File: config.mk
export PLATFORM = sky130hd
export DESIGN_NAME = comp4_bist_ctrl
export DESIGN_NICKNAME = d
export VERILOG_FILES = /design/src/rtl/comp4_bist_ctrl_pkg.sv /design/src/rtl/comp4_bist_ctrl_comp_golden.sv /design/src/rtl/comp4_bist_ctrl.sv
export SDC_FILE = /design/constraint.sdc
export NUM_CORES = 1
export LEC_CHECK = 0
export CAP_MARGIN = 25
export CORE_MARGIN = 4
export CORE_UTILIZATION = 30
export CTS_CLUSTER_SIZE = 14
export DETAILED_ROUTE_END_ITERATION = 16
export GPL_ROUTABILITY_DRIVEN = 1
export PLACE_DENSITY = 0.54
export RECOVER_POWER = 50
export SLEW_MARGIN = 20
export SYNTH_ARGS = -nofsm -noshare
export SYNTH_HDL_FRONTEND = slang
export SYNTH_SLANG_ARGS = --single-unit
File: constraint.sdc
create_clock -name clk -period 3.1 [get_ports clk]
set_input_delay 0.775 -clock clk [delete_from_list [all_inputs] [get_ports clk]]
set_output_delay 0.775 -clock clk [all_outputs]
set_load 0.01 [all_outputs]
File: src/rtl/comp4_bist_ctrl_pkg.sv
// Shared definitions for the comp4 BIST controller: FSM state encoding and
// the bit positions of the {gt,eq,lt} flag triple.
package comp4_bist_ctrl_pkg;

    typedef enum logic [1:0] {
        ST_IDLE   = 2'd0,
        ST_SETTLE = 2'd1,
        ST_CHECK  = 2'd2,
        ST_DONE   = 2'd3
    } state_e;

    localparam int FLAG_W  = 3;
    localparam int FLAG_GT = 2;
    localparam int FLAG_EQ = 1;
    localparam int FLAG_LT = 0;

endpackage

File: src/rtl/comp4_bist_ctrl_comp_golden.sv
// Golden reference comparator: expected {gt,eq,lt} for unsigned operands a and b.
module comp_golden
    import comp4_bist_ctrl_pkg::*;
#(
    parameter int WIDTH = 4
) (
    input  logic [WIDTH-1:0]  a_i,
    input  logic [WIDTH-1:0]  b_i,
    output logic [FLAG_W-1:0] flags_o
);

    always_comb begin
        flags_o          = '0;
        flags_o[FLAG_GT] = (a_i > b_i);
        flags_o[FLAG_EQ] = (a_i == b_i);
        flags_o[FLAG_LT] = (a_i < b_i);
    end

endmodule

File: src/rtl/comp4_bist_ctrl.sv
// BIST controller for a comp4 magnitude comparator: sweeps all {a,b} pairs,
// checks the comparator flags against a golden model and records the results.
module comp4_bist_ctrl
    import comp4_bist_ctrl_pkg::*;
#(
    parameter int WIDTH  = 4,
    parameter int SETTLE = 1,
    parameter int ERR_W  = 8
) (
    input  logic               clk,
    input  logic               rst_n,
    input  logic               start,
    output logic [WIDTH-1:0]   a_o,
    output logic [WIDTH-1:0]   b_o,
    input  logic               gt_i,
    input  logic               eq_i,
    input  logic               lt_i,
    output logic               busy,
    output logic               done,
    output logic               pass,
    output logic [ERR_W-1:0]   err_cnt,
    output logic [2*WIDTH-1:0] first_err,
    output logic [2:0]         first_flags
);

    localparam int VW    = 2 * WIDTH;
    localparam int CNT_W = (SETTLE > 1) ? $clog2(SETTLE) : 1;
    localparam logic [CNT_W-1:0] SETTLE_INIT = CNT_W'(SETTLE - 1);

    state_e             state_q, state_d;
    logic [VW-1:0]      vec_q, vec_d;
    logic [CNT_W-1:0]   settle_q, settle_d;
    logic               busy_q, busy_d;
    logic               done_q, done_d;
    logic               pass_q, pass_d;
    logic [ERR_W-1:0]   err_q, err_d;
    logic [VW-1:0]      first_err_q, first_err_d;
    logic [FLAG_W-1:0]  first_flags_q, first_flags_d;

    logic [FLAG_W-1:0]  exp_flags;
    logic [FLAG_W-1:0]  obs_flags;
    logic               mismatch;
    logic               last_vec;
    logic [ERR_W-1:0]   err_inc;

    comp_golden #(.WIDTH(WIDTH)) u_golden (
        .a_i     (vec_q[VW-1:WIDTH]),
        .b_i     (vec_q[WIDTH-1:0]),
        .flags_o (exp_flags)
    );

    always_comb begin
        obs_flags          = '0;
        obs_flags[FLAG_GT] = gt_i;
        obs_flags[FLAG_EQ] = eq_i;
        obs_flags[FLAG_LT] = lt_i;
    end

    // A full-triple compare also flags non-one-hot comparator outputs.
    assign mismatch = (obs_flags != exp_flags);
    assign last_vec = &vec_q;
    assign err_inc  = (&err_q) ? err_q : err_q + ERR_W'(1);

    always_comb begin
        state_d       = state_q;
        vec_d         = vec_q;
        settle_d      = settle_q;
        busy_d        = busy_q;
        done_d        = done_q;
        pass_d        = pass_q;
        err_d         = err_q;
        first_err_d   = first_err_q;
        first_flags_d = first_flags_q;

        case (state_q)
            ST_IDLE, ST_DONE: begin
                if (start) begin
                    state_d       = ST_SETTLE;
                    vec_d         = '0;
                    settle_d      = SETTLE_INIT;
                    busy_d        = 1'b1;
                    done_d        = 1'b0;
                    pass_d        = 1'b0;
                    err_d         = '0;
                    first_err_d   = '0;
                    first_flags_d = '0;
                end
            end
            ST_SETTLE: begin
                if (settle_q == '0) begin
                    state_d = ST_CHECK;
                end else begin
                    settle_d = settle_q - CNT_W'(1);
                end
            end
            ST_CHECK: begin
                if (mismatch) begin
                    err_d = err_inc;
                    if (err_q == '0) begin
                        first_err_d   = vec_q;
                        first_flags_d = obs_flags;
                    end
                end
                if (last_vec) begin
                    state_d = ST_DONE;
                    busy_d  = 1'b0;
                    done_d  = 1'b1;
                    pass_d  = !mismatch && (err_q == '0);
                end else begin
                    state_d  = ST_SETTLE;
                    vec_d    = vec_q + VW'(1);
                    settle_d = SETTLE_INIT;
                end
            end
            default: state_d = ST_IDLE;
        endcase
    end

    always_ff @(posedge clk or negedge rst_n) begin
        if (!rst_n) begin
            state_q       <= ST_IDLE;
            vec_q         <= '0;
            settle_q      <= '0;
            busy_q        <= 1'b0;
            done_q        <= 1'b0;
            pass_q        <= 1'b0;
            err_q         <= '0;
            first_err_q   <= '0;
            first_flags_q <= '0;
        end else begin
            state_q       <= state_d;
            vec_q         <= vec_d;
            settle_q      <= settle_d;
            busy_q        <= busy_d;
            done_q        <= done_d;
            pass_q        <= pass_d;
            err_q         <= err_d;
            first_err_q   <= first_err_d;
            first_flags_q <= first_flags_d;
        end
    end

    assign a_o         = vec_q[VW-1:WIDTH];
    assign b_o         = vec_q[WIDTH-1:0];
    assign busy        = busy_q;
    assign done        = done_q;
    assign pass        = pass_q;
    assign err_cnt     = err_q;
    assign first_err   = first_err_q;
    assign first_flags = first_flags_q;

endmodule
==> results.txt, run 1 <==
* Largest fanout on the critical path: 12
* Top-level port count: 36
- The kind of cell with the highest combined delay along the critical path is simple AND/OR/NAND/NOR gates.
- After filler insertion, the fill cell instance count of the layout stands at about 550.
* Number of violations of the max-capacitance limit: 1
- Chip Width: around 85 µm
- Residual DRC count: 0
- Final #Nets: ~230
* Transition at the pin with the smallest max-transition slack: ~1800 ps
- Status: complete, but fails checks
* Via density: roughly 5.2
- Number of pins exceeding their max-slew limit in the final report: 33
- Peak clock frequency supported by timing: ~0.38 GHz
* Clk Latency, worst-skew pair: approximately 280 ps
- In this run the tightest slew margin relative to its limit is -17.3%.
* Final Instance Area: 0.00229 mm²
- After synthesis, the share of flip-flops with an asynchronous set or reset is 100%.
- Setup total negative slack on the finished layout was measured at 0 ps.
- Prior to clock tree synthesis, the placed netlist has a worst setup slack of about 240 ps.
- Fraction of layout instances using a drive strength above 1: about an eighth
- Lkg Pwr: 0.993 nW
- Initial Util: about a third
* Total area of multi-input combinational cells: roughly 900 µm²
- Wire length of the first global-routing pass: approximately 7200 µm
- After legalization and detailed placement, the total HPWL measured between 3000 and 4000 µm.
- The initial antenna violation count is 0.
- The number of antenna diodes in the final layout is 0.
* Hold crit path type: flip-flop to flip-flop
* Area inside the core boundary: around 0.0056 mm²
- Type of element capturing the critical path: flip-flop
- For this design, the CTS-stage hold fixing added 0 buffers.
- Delay of the slowest critical-path stage: ~620 ps
* Layout overhead on the synthesized area: 27.8%
- The critical path goes through inv_1 -> ha_1 -> nand4_1 -> xor2_1 -> a211oi_1 -> o211a_1 -> nor3_2 -> a22o_2.
* Max stage delay cell, worst path: nor3_2
* Post-synth top flop: dfrtp_1
* Finish-stage setup viols: 0
- Arrival time worst endpoint: between 2000 and 3000 ps
- Final worst clock skew: 6.76 ps
- Number of buffer cells added on primary ports: 35
- Power density over the cells: between 600 and 700 mW/mm²
* Data required time at the worst endpoint: between 3000 and 4000 ps
* WL per Instance: approximately 15 µm
- Number of register bits inferred by synthesis: 32
- Smallest hold slack: about 500 ps
* Storage element area: 801 µm²
- Counting distinct cell types in the post-synthesis netlist gives 45.
* Number of routed nets with antenna violations: 0
- Clock-pin slew of the registers on the worst-case setup and hold paths: about 70 ps
- Number of iterations in the first detailed-routing pass: 4
* Part of the cycle the worst path needs: a little over four fifths
- Gates resized during post-CTS repair numbered 0.
* Number of global-route vias before repair: 1486
* CP Class: flip-flop to flip-flop
- Final weighted congestion in routability-driven placement: ~0.77
* Number of buffers between clock root and the deepest sink: 2
- Count of warnings emitted by yosys: 0
* Failing checks: capacitance limit, slew limit
- Gr ovfl total: 0
* Synthesized area per cell: 10.1 µm²
- The H-tree was split into 2 levels.
* Sequential element share of the synthesized area: ~45%
- Post-route minimum period: 2630 ps
* Worst-case vdd ir drop: ~0.25 mV
- Wires add up to between 4000 and 5000 µm.
- For this block, the initial DRC count from the detailed router was approximately 100.
* Post-synthesis net count: ~190
- Counting both buffers and inverters, the worst setup path holds a total of 1.
* Most used cells in the layout excluding fill and tap cells: 32 x dfrtp_1, 25 x clkdlybuf4s50_1, 13 x a21oi_1
- Setup repair after global routing missed its margin: no
- Gr usage total: about 12%
* Buffer count from post-CTS setup fixing: 0
* Netlist Area Pre-Place: 0.00179 mm²
- After technology mapping, the gate count stands at around 180.
- The clock drives 32 sinks.
- Once placement finished, the instance area stood at approximately 0.0022 mm².
* Core Rows: 27
* Die ar.: about 0.0073 mm²
* Count of flip-flops with a built-in enable after synthesis: 0
- DR vias: 1495
- Entering global routing, the biggest net connects 33 pins.
* Clock root buffer: clkbuf_8
* Worst setup slack after layout: ~470 ps
* Clock tree from TritonCTS: built
- Once layout is complete, the utilization of the core stands at between 40% and 50%.
* Die Y-Extent: ~85 µm
- The count of final hold-check violations was 0.
- Leading cell type in the layout, fill and taps excluded: dfrtp_1
* Category of the worst setup path launch point: flip-flop
* Number of buffers created by CTS: 5
kinds of logic (layout without fill, tap and decap cells):
family,after synthesis,after routing,synth area share [%]
AOI/OAI and AO/OA,55,55,21.8
xor gates and xnor gates,5,5,2.44
DFF,32,32,44.7
and+or+nand+nor,54,54,17.2
buffers and inverters,19,57,4.81
muxes,3,3,2.02
adders and majority gates,10,10,6.98
per-stage QoR:
stage	power (mW)	cells
2_1_floorplan	0.900	178
4_1_cts	1.42	288
3_5_place_dp	1.08	280
6_report	1.38	288
3_3_place_gp	1.07	280
5_1_grt	1.48	288
state kept, by name (all words and copies together) (netlist names):
signal       cells
err_cnt          8
first_err        8
vec_q            8
first_flags      3
state_q          2
busy             1
done             1
pass             1
worst paths after layout:
kind / startpoint / end / slack [ps] / cells past startpoint
max: vec_q[3] / first_err[0] / 470 / 8
min: first_err[5] / first_err[5] / 500 / 1
max reg2reg: vec_q[3] / first_err[0] / 470 / 8
min reg2reg: first_err[5] / first_err[5] / 500 / 1
max in group asynchronous: rst_n / err_cnt[4] / 590 / 2
min in group asynchronous: rst_n / vec_q[4] / 1500 / 2
final cells by class:
type / instances / area share (%)
repair buffers: 38 / 15.9
clock inverters: 2 / 0.437
clock buffers: 6 / 3.60
multi-input cells: 127 / 39.4
inverters: 11 / 1.80
flip-flops and latches: 32 / 34.9
well taps: 72 / 3.93
synthesized netlist by cell type (all sizes together) (2+ instances only):
cell type / instances / area [µm²]
dfrtp: 32 / 801
a21oi: 13 / 65.1
a22o: 11 / 110
inv: 11 / 41.3
nand2: 11 / 41.3
o21ai: 11 / 55.1
ha: 10 / 125
nor2: 10 / 37.5
nand3: 9 / 45.0
buf: 5 / 33.8
nand2b: 4 / 25.0
nor3: 4 / 25.0
o211ai: 4 / 30.0
xor2: 4 / 35.0
clkbuf: 3 / 11.3
nand4: 3 / 18.8
o22ai: 3 / 18.8
and2: 2 / 12.5
mux2: 2 / 22.5
nor2b: 2 / 12.5
o221ai: 2 / 17.5
o311ai: 2 / 17.5
o31ai: 2 / 20.0
or4: 2 / 15.0
routing by layer:
metal | global-route usage, % | wire [µm]
met5 | 0 | 0
met4 | 4.32 | 45
met3 | 3.30 | 219
met2 | 18.8 | 1850
met1 | 16.9 | 2150
report_power, final:
part           internal (mW)  switching [mW]  leakage, nW
Sequential             0.462          0.0448        0.436
Clock                  0.177           0.157       0.0510
Combinational          0.210           0.328        0.506
Total                  0.849           0.529        0.993
Note: power is estimated with default switching activity, not from simulation.
==> run 2, diff against run 1 <==
--- a/config.mk
+++ b/config.mk
@@ -11,7 +11,7 @@
 export CTS_CLUSTER_SIZE = 14
 export DETAILED_ROUTE_END_ITERATION = 16
 export GPL_ROUTABILITY_DRIVEN = 1
-export PLACE_DENSITY = 0.54
+export PLACE_DENSITY = 0.56
 export RECOVER_POWER = 50
 export SLEW_MARGIN = 20
 export SYNTH_ARGS = -nofsm -noshare
==> constraint.sdc (replaced) <==
create_clock -name clk -period 2.21 [get_ports clk]
set_input_delay 0.5525 -clock clk [delete_from_list [all_inputs] [get_ports clk]]
set_output_delay 0.5525 -clock clk [all_outputs]
set_load 0.01 [all_outputs]
==> run 2 against run 1 <==
Effect of this change: the flow now finishes without violations; global-route usage rose by 0.23 points; clock-buffer cell count rose by 1; maximum frequency rose by 24%.
==> results.txt, run 2 (same netlist as run 1, synthesis figures left out) <==
- Number of global-route vias before repair: 1534 (+3.2%)
- Power density over the cells: 874 mW/mm² (+45%)
* Wire length of the first global-routing pass: 7420 µm (+2.5%)
- CP Cell Sequence: ha_4 -> nor2b_1 -> o211ai_1 -> and4b_1 -> o211ai_1 -> o211ai_1 -> buf_4 -> a22o_2
* Area inside the core boundary: 0.00564 mm² (unchanged)
* WL final: 4500 µm (+5.4%)
- The antenna diode instance count is 0 (unchanged).
- The number of hold-repair buffers added at the cts stage came to 0 (unchanged).
* Clock root buffer: clkbuf_8
* Final #Nets: 257 (+11%)
- Category of the worst setup path launch point: flip-flop
- The number of sinks handled by clock tree synthesis came to 32 (unchanged).
* Number of routed nets with antenna violations: 0 (unchanged)
- Die ar.: 0.00728 mm² (unchanged)
* Gr ovfl total: 0 (unchanged)
- The total global-route track usage was 12.6% (+0.23 points).
* Clk Latency, worst-skew pair: 280 ps (about the same)
- CP dominant cell by count: o211ai_1
* Lkg Pwr: 1.12 nW (+13%)
* Max stage delay cell, worst path: dfrtp_1
- Die Y-Extent: 85.3 µm (unchanged)
- Initial antenna violation count: 0 (unchanged)
- Buffers & Inverters on Critical Path: 1 (unchanged)
* Clock tree from TritonCTS: built
* Total net switching power: 0.814 mW (+54%)
- The via total after detailed routing was 1584 (+6.0%).
* Internal power summed over all cells: 1.42 mW (+67%)
* Delay of the slowest critical-path stage: 410 ps (-210 ps)
- Number of buffer cells added on primary ports: 35 (unchanged)
- The violation count after the first detailed-route iteration was 105 (+1.9%).
- Setup_tns: 0 ps (unchanged)
- Switching Share: 36.5% (-1.9 points)
- The shortest period the worst path allows was 2130 ps (-504 ps).
- The largest net degree at the start of global routing came to 33 (unchanged).
- The number of buffers on the longest clock path is 2 (unchanged).
* Number of iterations in the first detailed-routing pass: 4 (unchanged)
* Number of buffers created by CTS: 5 (unchanged)
- Initial Util: 31.8% (unchanged)
- The fraction of the cycle the final worst path needs came to 96.3% (+11 points).
- CP Class: flip-flop to flip-flop
- Half-perimeter wire length after detailed placement: 3270 µm (+6.5%)
* Total Power Consumption: 2.23 mW (+62%)
* Top-level port count: 36 (unchanged)
- The setup skew after layout was 10.6 ps (+3.83 ps).
- Via density: 5.06 (-2.5%)
- Setup repair after global routing missed its margin: yes
- Clock-pin slew of the registers on the worst-case setup and hold paths: 60 ps (about the same)
- Status: finished, final reports clean
* Type of element capturing the critical path: flip-flop
- Residual DRC count: 0 (unchanged)
- Worst-case vdd ir drop: 0.393 mV (+55%)
- CP delay by family, top: compound AO/OA/AOI/OAI gates
- Final weighted congestion in routability-driven placement: 0.783 (+1.7%)
- Leading cell type in the layout, fill and taps excluded: dfrtp_1
- The minimum hold slack is 498 ps (+1.02 ps).
- The worst hold path belongs to the class flip-flop to flip-flop.
* Finish-stage setup viols: 0 (unchanged)
* Chip Width: 85.3 µm (unchanged)
- Fraction of power consumed by combinational cells: 47.3% (+8.3 points)
- The maximum level of the CTS H-tree came to 2 (unchanged).
* WL per Instance: 14.4 µm (-3.1%)
* Most used cells in the layout excluding fill and tap cells: 32 x dfrtp_1, 28 x clkdlybuf4s50_1, 25 x buf_4
* Largest fanout on the critical path: 6 (-6)
- The slew at the pin closest to its max-slew limit is 779 ps (-980 ps).
- The share of total power in sequential cells was 30.7% (-6.0 points).
* Fraction of layout instances using a drive strength above 1: 25.3% (+13 points)
* Peak clock frequency supported by timing: 0.470 GHz (+24%)
- Headroom to the max-slew limit: 48.1% (+65 points)
- Data required time at the worst endpoint: 2380 ps (-930 ps)
* Layout overhead on the synthesized area: 42.5%
* Number of violations of the max-capacitance limit: 0 (-1)
- Arrival time worst endpoint: 2290 ps (-560 ps)
- The max-slew violation total from the final report is 0 (-100%).
- Part of the power in the clock network: 22.0% (-2.2 points)
- The count of final hold-check violations came to 0 (unchanged).
- The number of cell rows came to 27 (unchanged).
[run 2: power by group through the flow]
stage	logic [mW]	clock network (mW)	registers, mW
floorplan	0.534	0	0.729
global placement	0.976	0	0.696
detailed placement	0.983	0	0.697
CTS	0.996	0.510	0.687
global route	1.16	0.533	0.696
finish	1.06	0.490	0.686
[run 2: layer usage]
layer / up-vias / global-route usage (%) / wire length [µm]
met3: 5 / 3.69 / 260
li1: 791 / - / -
met5: - / 0 / 0
met1: 751 / 17.1 / 2160
met4: 0 / 3.45 / 56
met2: 37 / 19.6 / 2030
[run 2: layout make-up]
cell class / instances / area (µm²)
Fill cell: 534 / 3090
Multi-Input combinational cell: 127 / 947
Sequential cell: 32 / 801
Timing Repair Buffer: 64 / 579
Clock buffer: 7 / 96.3
Tap cell: 72 / 90.1
Inverter: 11 / 41.3
[run 2: final timing paths]
path	startpoint	depth (start not counted)	slack, ps	to
max	vec_q[5]	8	80	first_err[4]
min	first_err[1]	1	500	first_err[1]
max reg2reg	vec_q[5]	8	80	first_err[4]
min reg2reg	first_err[1]	1	500	first_err[1]
max in group asynchronous	rst_n	2	840	first_err[1]
min in group asynchronous	rst_n	2	880	err_cnt[7]
[run 2: through the flow]
step                      util, %  cells  cell area (µm²)  setup slack (ps)
after floorplan                 -    178             1790              29.6
after global placement       42.1    302             2380              -225
after detailed placement     42.1    302             2380              -257
after CTS                    43.9    309             2480              16.5
after global routing         45.3    313             2550             -72.2
final                        45.3    313             2550              82.7
[run 2: timing repair]
| item | in CTS | in global routing |
|---|---|---|
| setup endpoints to repair | 11 | 19 |
| resized for setup | 1 | 8 |
| buffers inserted | 0 | 3 |
| pin swaps | 0 | 8 |
| endpoints found under the hold margin | 0 | 0 |
| cloned | 0 | 1 |
